### config.mk
export PLATFORM = sky130hd
export DESIGN_NAME = mitchell_decoder
export DESIGN_NICKNAME = d
export VERILOG_FILES = /design/src/rtl/mitchell_decoder_pkg.sv /design/src/rtl/mitchell_decoder_shift.sv /design/src/rtl/mitchell_decoder.sv
export SDC_FILE = /design/constraint.sdc
export NUM_CORES = 1
export LEC_CHECK = 0
export CAP_MARGIN = 20
export CORE_UTILIZATION = 40
export CTS_BUF_LIST = sky130_fd_sc_hd__clkbuf_4 sky130_fd_sc_hd__clkbuf_8
export DETAILED_ROUTE_END_ITERATION = 16
export GPL_ROUTABILITY_DRIVEN = 1
export PLACE_DENSITY = 0.66
export SLEW_MARGIN = 20
export SYNTH_ARGS = -nofsm -noshare
export SYNTH_HDL_FRONTEND = slang
export SYNTH_SLANG_ARGS = --single-unit
### constraint.sdc
create_clock -name clk -period 2.9 [get_ports clk]
set_input_delay 0.58 -clock clk [delete_from_list [all_inputs] [get_ports clk]]
set_output_delay 0.58 -clock clk [all_outputs]
set_load 0.005 [all_outputs]
### src/rtl/mitchell_decoder_pkg.sv
// Shared Mitchell log-multiplier constants and the decoder's stage-1 payload.
package mitchell_decoder_pkg;

  localparam int MITCHELL_INT_W  = 4;
  localparam int MITCHELL_FRAC_W = 7;
  localparam int MITCHELL_OUT_W  = 16;
  localparam int MITCHELL_LOG_W  = MITCHELL_INT_W + MITCHELL_FRAC_W;

  // Log-domain beat captured by stage 1.
  typedef struct packed {
    logic [MITCHELL_INT_W-1:0]  k;
    logic [MITCHELL_FRAC_W-1:0] f;
    logic                       zero;
  } s1_t;

endpackage

### src/rtl/mitchell_decoder_shift.sv
// Combinational antilog: (k, f, zero) -> (1.f) * 2^k.
// Optional MITCHELL_DEC_ROUND_EN: round half-up on right shifts, saturate to all ones.
module mitchell_antilog_shift
  import mitchell_decoder_pkg::*;
(
  input  logic [MITCHELL_INT_W-1:0]  k,
  input  logic [MITCHELL_FRAC_W-1:0] f,
  input  logic                       zero,
  output logic [MITCHELL_OUT_W-1:0]  prod
);

  // Mantissa placed at binary point FRAC_W and shifted left by k; the upper
  // OUT_W bits are the integer product, the lower FRAC_W bits are what a
  // right shift would discard (all zero when k >= FRAC_W).
  localparam int WIDE_W = MITCHELL_OUT_W + MITCHELL_FRAC_W;

  logic [WIDE_W-1:0] wide;

  assign wide = WIDE_W'({1'b1, f}) << k;

`ifdef MITCHELL_DEC_ROUND_EN
  logic [MITCHELL_OUT_W:0] rnd;
  logic [MITCHELL_FRAC_W-2:0] unused_low;

  assign unused_low = wide[MITCHELL_FRAC_W-2:0];
  assign rnd = {1'b0, wide[WIDE_W-1:MITCHELL_FRAC_W]}
             + (MITCHELL_OUT_W+1)'(wide[MITCHELL_FRAC_W-1]);

  // First discarded bit rounds up; a carry out of OUT_W clamps to max.
  always_comb begin
    prod = '0;
    if (!zero) prod = rnd[MITCHELL_OUT_W] ? '1 : rnd[MITCHELL_OUT_W-1:0];
  end
`else
  logic [MITCHELL_FRAC_W-1:0] unused_low;

  assign unused_low = wide[MITCHELL_FRAC_W-1:0];

  // Pure truncation: discarded fraction bits are dropped.
  always_comb begin
    prod = '0;
    if (!zero) prod = wide[WIDE_W-1:MITCHELL_FRAC_W];
  end
`endif

endmodule

### src/rtl/mitchell_decoder.sv
// Mitchell antilog decoder: two-stage valid/ready pipeline around mitchell_antilog_shift.
// Build option: MITCHELL_DEC_ROUND_EN enables rounding/saturation in the shifter.
module mitchell_decoder
  import mitchell_decoder_pkg::*;
(
  input  logic                      clk,
  input  logic                      rst_n,
  input  logic [MITCHELL_LOG_W-1:0] in_log,
  input  logic                      in_zero,
  input  logic                      in_valid,
  output logic                      in_ready,
  output logic [MITCHELL_OUT_W-1:0] out_prod,
  output logic                      out_valid,
  input  logic                      out_ready
);

  localparam int STAGES = 2;

  logic [STAGES:1]          vld_pipe;
  s1_t                      s1;
  logic                     adv1, adv2;
  logic [MITCHELL_OUT_W-1:0] shift_prod;

  // A stage advances when it is empty or the stage after it is advancing;
  // in_ready is the stage-1 condition directly (no skid buffer).
  always_comb begin
    adv2 = !vld_pipe[2] || out_ready;
    adv1 = !vld_pipe[1] || adv2;
  end

  assign in_ready  = adv1;
  assign out_valid = vld_pipe[2];

  mitchell_antilog_shift u_shift (
    .k    (s1.k),
    .f    (s1.f),
    .zero (s1.zero),
    .prod (shift_prod)
  );

  // Stage 1 captures the log beat, stage 2 captures the decoded product;
  // out_prod only changes on a stage-2 load so it holds through stalls.
  always_ff @(posedge clk or negedge rst_n) begin
    if (!rst_n) begin
      vld_pipe <= '0;
      s1       <= '0;
      out_prod <= '0;
    end else begin
      if (adv1) begin
        vld_pipe[1] <= in_valid;
        if (in_valid) begin
          s1.k    <= in_log[MITCHELL_LOG_W-1:MITCHELL_FRAC_W];
          s1.f    <= in_log[MITCHELL_FRAC_W-1:0];
          s1.zero <= in_zero;
        end
      end
      if (adv2) begin
        vld_pipe[2] <= vld_pipe[1];
        if (vld_pipe[1]) out_prod <= shift_prod;
      end
    end
  end

endmodule

Word level (Yosys, flattened, before mapping):

Cells that the tools add are included.

* multiplexer cells: 1
* reduce and logical (&&, ||, !) cells: 6
* shifts and indexed selects: 1

Operators with widths (number)
* 8-bit by 4-bit << shifter with 23-bit output: 1
* 16-bit 2-to-1 mux: 1
* 2-bit AND reduction: 2
* 1-bit logical NOT: 2
* 1-bit logical OR: 2

* bits of input ports: 16
* logic and storage cells: 14
* output and inout bits: 18
* register bits after elaboration: 30

Logic depth before layout (Yosys ltp):

Gate-level depths: netlist of the first run.

* depth in word-level cells: 4
* gate-level depth with buffers: 6
* gate-level depth less buffers: 4

Cells and area by module:

Synthesis of the first run repeated with hierarchy kept, for this count alone.

* cell total of the unflattened synthesis: 141
* area, all modules: 1677.9 um2

By module, submodules not included
* mitchell_decoder: sequential area each 750.7 um2, times used 1, area each 1191.1 um2, cells an instance 66
* mitchell_antilog_shift: sequential area each 0.0 um2, times used 1, area each 486.7 um2, cells an instance 75

Worst setup path after synthesis of the first run:

No wires, ideal clock.

* path kind: input -> register
* from: input out_ready
* to: register out_prod[1]
* library setup time: 90 ps
* buffers on the path: 0
* path slack: 1324 ps
* arrival: 1486 ps
* cell stages on the path: 4
* required time: 2810 ps
* cells stage by stage: nand2b_2 -> nand4b_1 -> or3_1 -> o221ai_1

* cells in the longest elaborated chain, start to end: 2

RTL lines
* start: declaration: line mitchell_decoder.sv:14 `input logic out_ready`
* 1-bit logical OR: line mitchell_decoder.sv:27 `adv2 = !vld_pipe[2] || out_ready;`
* 2-bit AND reduction (no line)
* end signal: assignment: line mitchell_decoder.sv:59 `if (vld_pipe[1]) out_prod <= shift_prod;`
* end: declaration: line mitchell_decoder.sv:12 `output logic [MITCHELL_OUT_W-1:0] out_prod,`

Every way passes these cells.
A chain may end at the register's enable or synchronous reset.

Worst setup path after layout of the first run:

* from: input out_ready
* to: output in_ready

* cells in the longest elaborated chain, start to end: 2

RTL lines
* 1-bit logical OR: line mitchell_decoder.sv:27
* 1-bit logical OR: line mitchell_decoder.sv:28 `adv1 = !vld_pipe[1] || adv2;`
* end: declaration: line mitchell_decoder.sv:11 `output logic in_ready,`

Every way passes these cells.

==> results of run 1 <==
-- layer usage --
metal | vias to the layer above | part of all wire [%] | global-route usage, %
met3 | 6 | 4.6 | 4.927
met2 | 37 | 48 | 27.31
met5 | - | 0 | 0
li1 | 549 | - | -
met1 | 543 | 45 | 21.64
met4 | 0 | 2.2 | 8.721
-- synthesized netlist by cell type (2+ instances only) --
master / count / area share [%]
a21oi_1: 3 / 1.0
buf_2: 2 / 0.68
buf_6: 3 / 2.3
dfrtp_1: 30 / 51
inv_1: 2 / 0.51
mux2_2: 17 / 13
mux2i_1: 6 / 4.1
nand2_1: 20 / 5.1
nand2b_1: 4 / 1.7
nand3b_1: 2 / 1.0
nor2_1: 3 / 0.76
o21ai_0: 10 / 3.4
o221ai_1: 6 / 3.6
-- report_power, final --
part / internal [mW] / switching (mW)
clock: 0.200 / 0.147
combinational: 0.186 / 0.135
sequential: 0.484 / 0.0669
total: 0.871 / 0.348
-- layout make-up --
cell class                      instances  area, sq um
Clock buffer                            7        90.09
Clock inverter                          1        5.005
Fill cell                             300         1528
Inverter                                2        7.507
Multi-Input combinational cell         93        665.6
Sequential cell                        30        750.7
Tap cell                               46        57.56
Timing Repair Buffer                   34        337.8
-- logic make-up (layout without fill, tap and decap cells) --
kind of cell,after synthesis,in the layout
compound gates,29,29
simple gates,41,41
buf+inv,9,44
flops,30,30
mux,23,23
-- per-stage QoR --
step	total power [mW]	util, %	setup WS (ns)	hold slack [ns]
floorplan	0.7377	-	1.324	0.2844
global placement	0.8744	52.85	0.6310	0.4657
detailed placement	0.8821	52.85	0.6155	0.4758
CTS	1.233	55.62	0.6060	0.4890
global route	1.297	55.62	0.5500	0.5094
finish	1.219	55.62	0.6090	0.4795
-- worst register-to-register path, delay by kind of cell, from the launching register on --
kind / cells / cell delay [ns]
flops: 1 / 0.62
mux: 1 / 0.21
simple gates: 1 / 0.39
compound gates: 2 / 0.46
-- how the worst max path moves through the flow --
stage                     cells past startpoint  slack, ns       from                      end
after global routing                          3       0.55  out_ready                 in_ready
after CTS                                     3       0.61  out_ready                 in_ready
after floorplan                               4       1.32  out_ready  out_prod[1]$_DFFE_PN0P_
final                                         3       0.61  out_ready                 in_ready
after global placement                        3       0.63  out_ready                 in_ready
after detailed placement                      3       0.62  out_ready                 in_ready
-- registers in the layout, indices dropped and copies added, names as in the netlist --
signal,cells
vld_pipe,2
out_prod,16
s1,12
==> impl_metrics.tcl, run 1 <==
set metrics [dict create \
    drt_iter0_drc 31 \
    grt_usage_pct 17.34 \
    cts_tree "yes" \
    post_cts_resized 0 \
    fin_crit_sh_pct 79.00 \
    placed_cell_area_sq_um 1819 \
    fin_tns_setup_ns 0 \
    synthArstFlopShare_pct 100.0 \
    critical_path_buf_inv_count 2 \
    max_freq_mhz 436.5 \
    ys.flop_type "dfrtp_1" \
    drc 0 \
    root_buffer "clkbuf_8" \
    rr_worst_depth 4 \
    synth_simple_gate_area_share_pct 14.13 \
    dieArea_sq_um 3944 \
    antenna_found_initial 0 \
    crit_family "buffers and inverters" \
    synthesis.nets 148 \
    start_util_pct 42.97 \
    holdPathStages 2 \
    crit_type "in2out" \
    min_from "out_prod[12]$_DFFE_PN0P_" \
    wl_per_cell_microns 14.05 \
    relSlewSlack_pct 67.07 \
    drive_above_1_share_pct 19.16 \
    fin_cells 213 \
    dpl.hpwl_mm 2.219 \
    rsz0062_at_grt "no" \
    syn2layout_area_growth_pct 29.44 \
    wl_mm 2.993 \
    numCtsBuffers 5 \
    num_rows 21 \
    io_pins 34 \
    synthAdderAreaFrac_pct 0 \
    post_cts_buffers 0 \
    portBuffers 33 \
    antennaDiodeCount 0 \
    drtAntennaViolNets 0 \
    cp_max_fo 3 \
    outcome "finished clean" \
    synth.avg_cell_area_sq_um 11.20 \
    r2r-start "s1[8]$_DFFE_PN0P_" \
    synthCells 132 \
    leakagePower_nw 0.8059 \
    critical_path.most_common_cell "clkdlybuf4s50_1" \
    synth_seq_cells 30 \
    final_cell_mix "clkdlybuf4s50_1, dfrtp_1, nand2_1" \
    ir_drop_mv 0.2842 \
    clkLatencyLatePin_ns 0.28 \
    cp_cell_sequence "clkdlybuf4s50_1 > nand3b_1 > clkdlybuf4s50_1" \
    grt_pass1_wl_mm 5.181 \
    fin_skew_ns 0.002583 \
    cp_slowest_cell "clkdlybuf4s50_1" \
    crit_path_max_incr_delay_ns 0.52 \
    worst_setup_path_start_kind "input pin" \
    num_vias 1135 \
    clockBufferDepth 2 \
    ys_warn_count 0 \
    final_hold_viol_count 0 \
    mostFrequentLayoutCell "clkdlybuf4s50_1" \
    hold_buffers 0 \
    synth_top_family_by_area "multiplexers" \
    period_minus_slack_ns 2.291 \
    clk_pin_slew_ns 0.06 \
    cp-end-kind "output pin" \
    hold_end "out_prod[12]$_DFFE_PN0P_" \
    grt_max_degree 31 \
    finalMaxSlewViolations 0 \
    synthXorXnorAreaFrac_pct 0 \
    cp.arrival_ns 1.71 \
    cellPowerDensity_nw_per_um2 637.0 \
    dr.pass1.iters 4 \
    htree_levels 2 \
    final_cell_area_sq_um 1914 \
    first_global_vias 1095 \
    dp_cells 205 \
    synth_compound_area_share_pct 13.87 \
    mappedNetlistArea_sq_um 1479 \
    hp-class "reg2reg" \
    synth_edf_count 0 \
    reg2reg_to "out_prod[6]$_DFFE_PN0P_" \
    yosysSeqAreaShare_pct 50.76 \
    crit_required_ns 2.32 \
    place_congestion 0.8928 \
    overflow 0 \
    muxShareOfSynthArea_pct 17.01 \
    nNetsFinal 182 \
    final-setup-viol-count 0 \
    core_area_sq_um 3442 \
    cap_violations 0 \
    die_h_microns 62.81 \
    cts.sinks 30 \
    vias_per_cell 5.329 \
    die_w_microns 62.81 \
    synth.distinct_cells 37 \
    worstMarginPinSlew_ns 0.4927 \
    ff2ff_setup_slack_ns 1.16 \
]
No activity file was read; power rests on OpenSTA's default activity.
==> inputs of run 2 (changes only) <==
--- a/config.mk
+++ b/config.mk
@@ -10,7 +10,7 @@
 export CTS_BUF_LIST = sky130_fd_sc_hd__clkbuf_4 sky130_fd_sc_hd__clkbuf_8
 export DETAILED_ROUTE_END_ITERATION = 16
 export GPL_ROUTABILITY_DRIVEN = 1
-export PLACE_DENSITY = 0.66
+export PLACE_DENSITY = 0.69
 export SLEW_MARGIN = 20
 export SYNTH_ARGS = -nofsm -noshare
 export SYNTH_HDL_FRONTEND = slang
==> constraint.sdc (replaced) <==
create_clock -name clk -period 1.91 [get_ports clk]
set_input_delay 0.382 -clock clk [delete_from_list [all_inputs] [get_ports clk]]
set_output_delay 0.382 -clock clk [all_outputs]
set_load 0.005 [all_outputs]
==> run 2 against run 1 <==
First-iteration DRC count fell by 3.2%. Worst setup slack worse by 0.45 ns. Combinational power is 61% higher. Design area is 2.5% higher. Final cell count up 1.9%. Largest cell class unchanged. Flip-flop and latch count stayed put. Sequential power increased by 51%. Clock skew hardly changed. Register-to-register slack worse by 1.0 ns. Largest power group unchanged.
==> impl_metrics.tcl, run 2 (synthesis results as in run 1) <==
set metrics [dict create \
    outcome "finished clean" \
    crit_required_ns 2.13 \
    final_hold_viol_count 0 \
    reg2reg_to "out_prod[6]$_DFFE_PN0P_" \
    max_freq_mhz 571.5 \
    mostFrequentLayoutCell "clkdlybuf4s50_1" \
    grt_usage_pct 17.78 \
    grt_max_degree 31 \
    leakagePower_nw 0.8337 \
    fin_crit_sh_pct 91.62 \
    hp-class "reg2reg" \
    reg_top3 "out_prod x16, s1 x12, vld_pipe x2" \
    die_w_microns 62.81 \
    dr.pass1.iters 5 \
    largest_reg_flops 16 \
    fin_ws_ns 0.1601 \
    hold_buffers 0 \
    drive_above_1_share_pct 21.05 \
    drtAntennaViolNets 0 \
    num_vias 1157 \
    fin_tns_setup_ns 0 \
    crit_type "reg2reg" \
    cp_max_fo 14 \
    rsz0062_at_grt "no" \
    hold_end "out_prod[11]$_DFFE_PN0P_" \
    cp.arrival_ns 1.97 \
    worst_setup_path_start_kind "flip-flop" \
    fillers 294 \
    holdPathStages 2 \
    ir_drop_mv 0.3935 \
    ff2ff_setup_slack_ns 0.16 \
    finalMaxSlewViolations 0 \
    wl_per_cell_microns 14.27 \
    drc 0 \
    drt_iter0_drc 30 \
    overflow 0 \
    vias_per_cell 5.332 \
    dieArea_sq_um 3944 \
    cellPowerDensity_nw_per_um2 934.8 \
    start_util_pct 42.97 \
    wl_met2_mm 1.537 \
    numCtsBuffers 5 \
    nNetsFinal 188 \
    relSlewSlack_pct 69.54 \
    top_layer_used "met4" \
    die_h_microns 62.81 \
    antennaDiodeCount 0 \
    portBuffers 33 \
    cap_violations 0 \
    route.met3.wl_microns 145 \
    core_area_sq_um 3442 \
    min_from "out_prod[11]$_DFFE_PN0P_" \
    root_buffer "clkbuf_8" \
    period_minus_slack_ns 1.750 \
    fin_skew_ns 0.002873 \
    pre_cts_slack_ns 0.02345 \
    htree_levels 2 \
    grt_pass1_wl_mm 5.230 \
    top_register "out_prod" \
    syn2layout_area_growth_pct 32.66 \
    cp-end-kind "flip-flop" \
    rr_worst_depth 4 \
    final_cell_mix "clkdlybuf4s50_1, dfrtp_1, nand2_1" \
    io_pins 34 \
    antenna_found_initial 0 \
    clkLatencyLatePin_ns 0.28 \
    num_rows 21 \
    wl_met1_mm 1.367 \
    place_congestion 0.8984 \
    wl_mm 3.097 \
    first_global_vias 1132 \
    dpl.hpwl_mm 2.373 \
    r2r-start "s1[8]$_DFFE_PN0P_" \
    clk_pin_slew_ns 0.06 \
    cts.sinks 30 \
    worstMarginPinSlew_ns 0.4568 \
    clockBufferDepth 2 \
    cts_tree "yes" \
    final-setup-viol-count 0 \
]
-- run 2: timing repair --
action	in CTS	in global routing
buffers inserted	0	0
gates resized for setup	0	1
setup endpoints to repair	0	1
-- run 2: stage by stage --
step	total power [mW]	cells	instance area (sq um)	util (%)	hold slack, ns
floorplan	1.120	132	1479	-	0.08641
global placement	1.349	211	1877	54.53	0.4664
detailed placement	1.365	211	1877	54.53	0.4760
CTS	1.861	217	1959	56.92	0.4885
global route	1.950	217	1962	57.00	0.5200
finish	1.834	217	1962	57.00	0.4802
-- run 2: final cells by class --
cell class / instances / area, sq um / share of cell area, %
inverter: 2 / 7.507 / 0.3827
sequential: 30 / 750.7 / 38.27
tap: 46 / 57.56 / 2.934
timing repair buffer: 40 / 397.9 / 20.28
clock buffer: 6 / 82.58 / 4.209
multi-input combinational: 93 / 665.6 / 33.93
-- run 2: critical path, stage by stage (launching register included) --
cell	delay, ns
dfrtp_1	0.62
mux2i_1	0.22
or3b_1	0.40
a2111oi_2	0.30
a211o_2	0.15
-- run 2: worst max path at each step --
stage / start / endpoint / slack, ns / cells past startpoint
after floorplan: s1[8]$_DFFE_PN0P_ / out_prod[6]$_DFFE_PN0P_ / 0.45 / 5
after global placement: out_ready / in_ready / 0.04 / 3
after detailed placement: out_ready / in_ready / 0.02 / 3
after CTS: out_ready / in_ready / 0.01 / 3
after global routing: s1[8]$_DFFE_PN0P_ / out_prod[6]$_DFFE_PN0P_ / 0.04 / 4
final: s1[8]$_DFFE_PN0P_ / out_prod[6]$_DFFE_PN0P_ / 0.16 / 4
-- run 2: per-layer routing --
metal,global-route usage (%),vias to the layer above
met1,20.96,560
li1,-,557
met4,6.105,0
met3,6.569,6
met5,0,-
met2,29.62,34
-- run 2: report_power, final --
part / total, mW / internal, mW / switching, mW
combinational: 0.517 / 0.301 / 0.215
sequential: 0.834 / 0.736 / 0.0981
clock: 0.484 / 0.277 / 0.207
total: 1.83 / 1.31 / 0.520
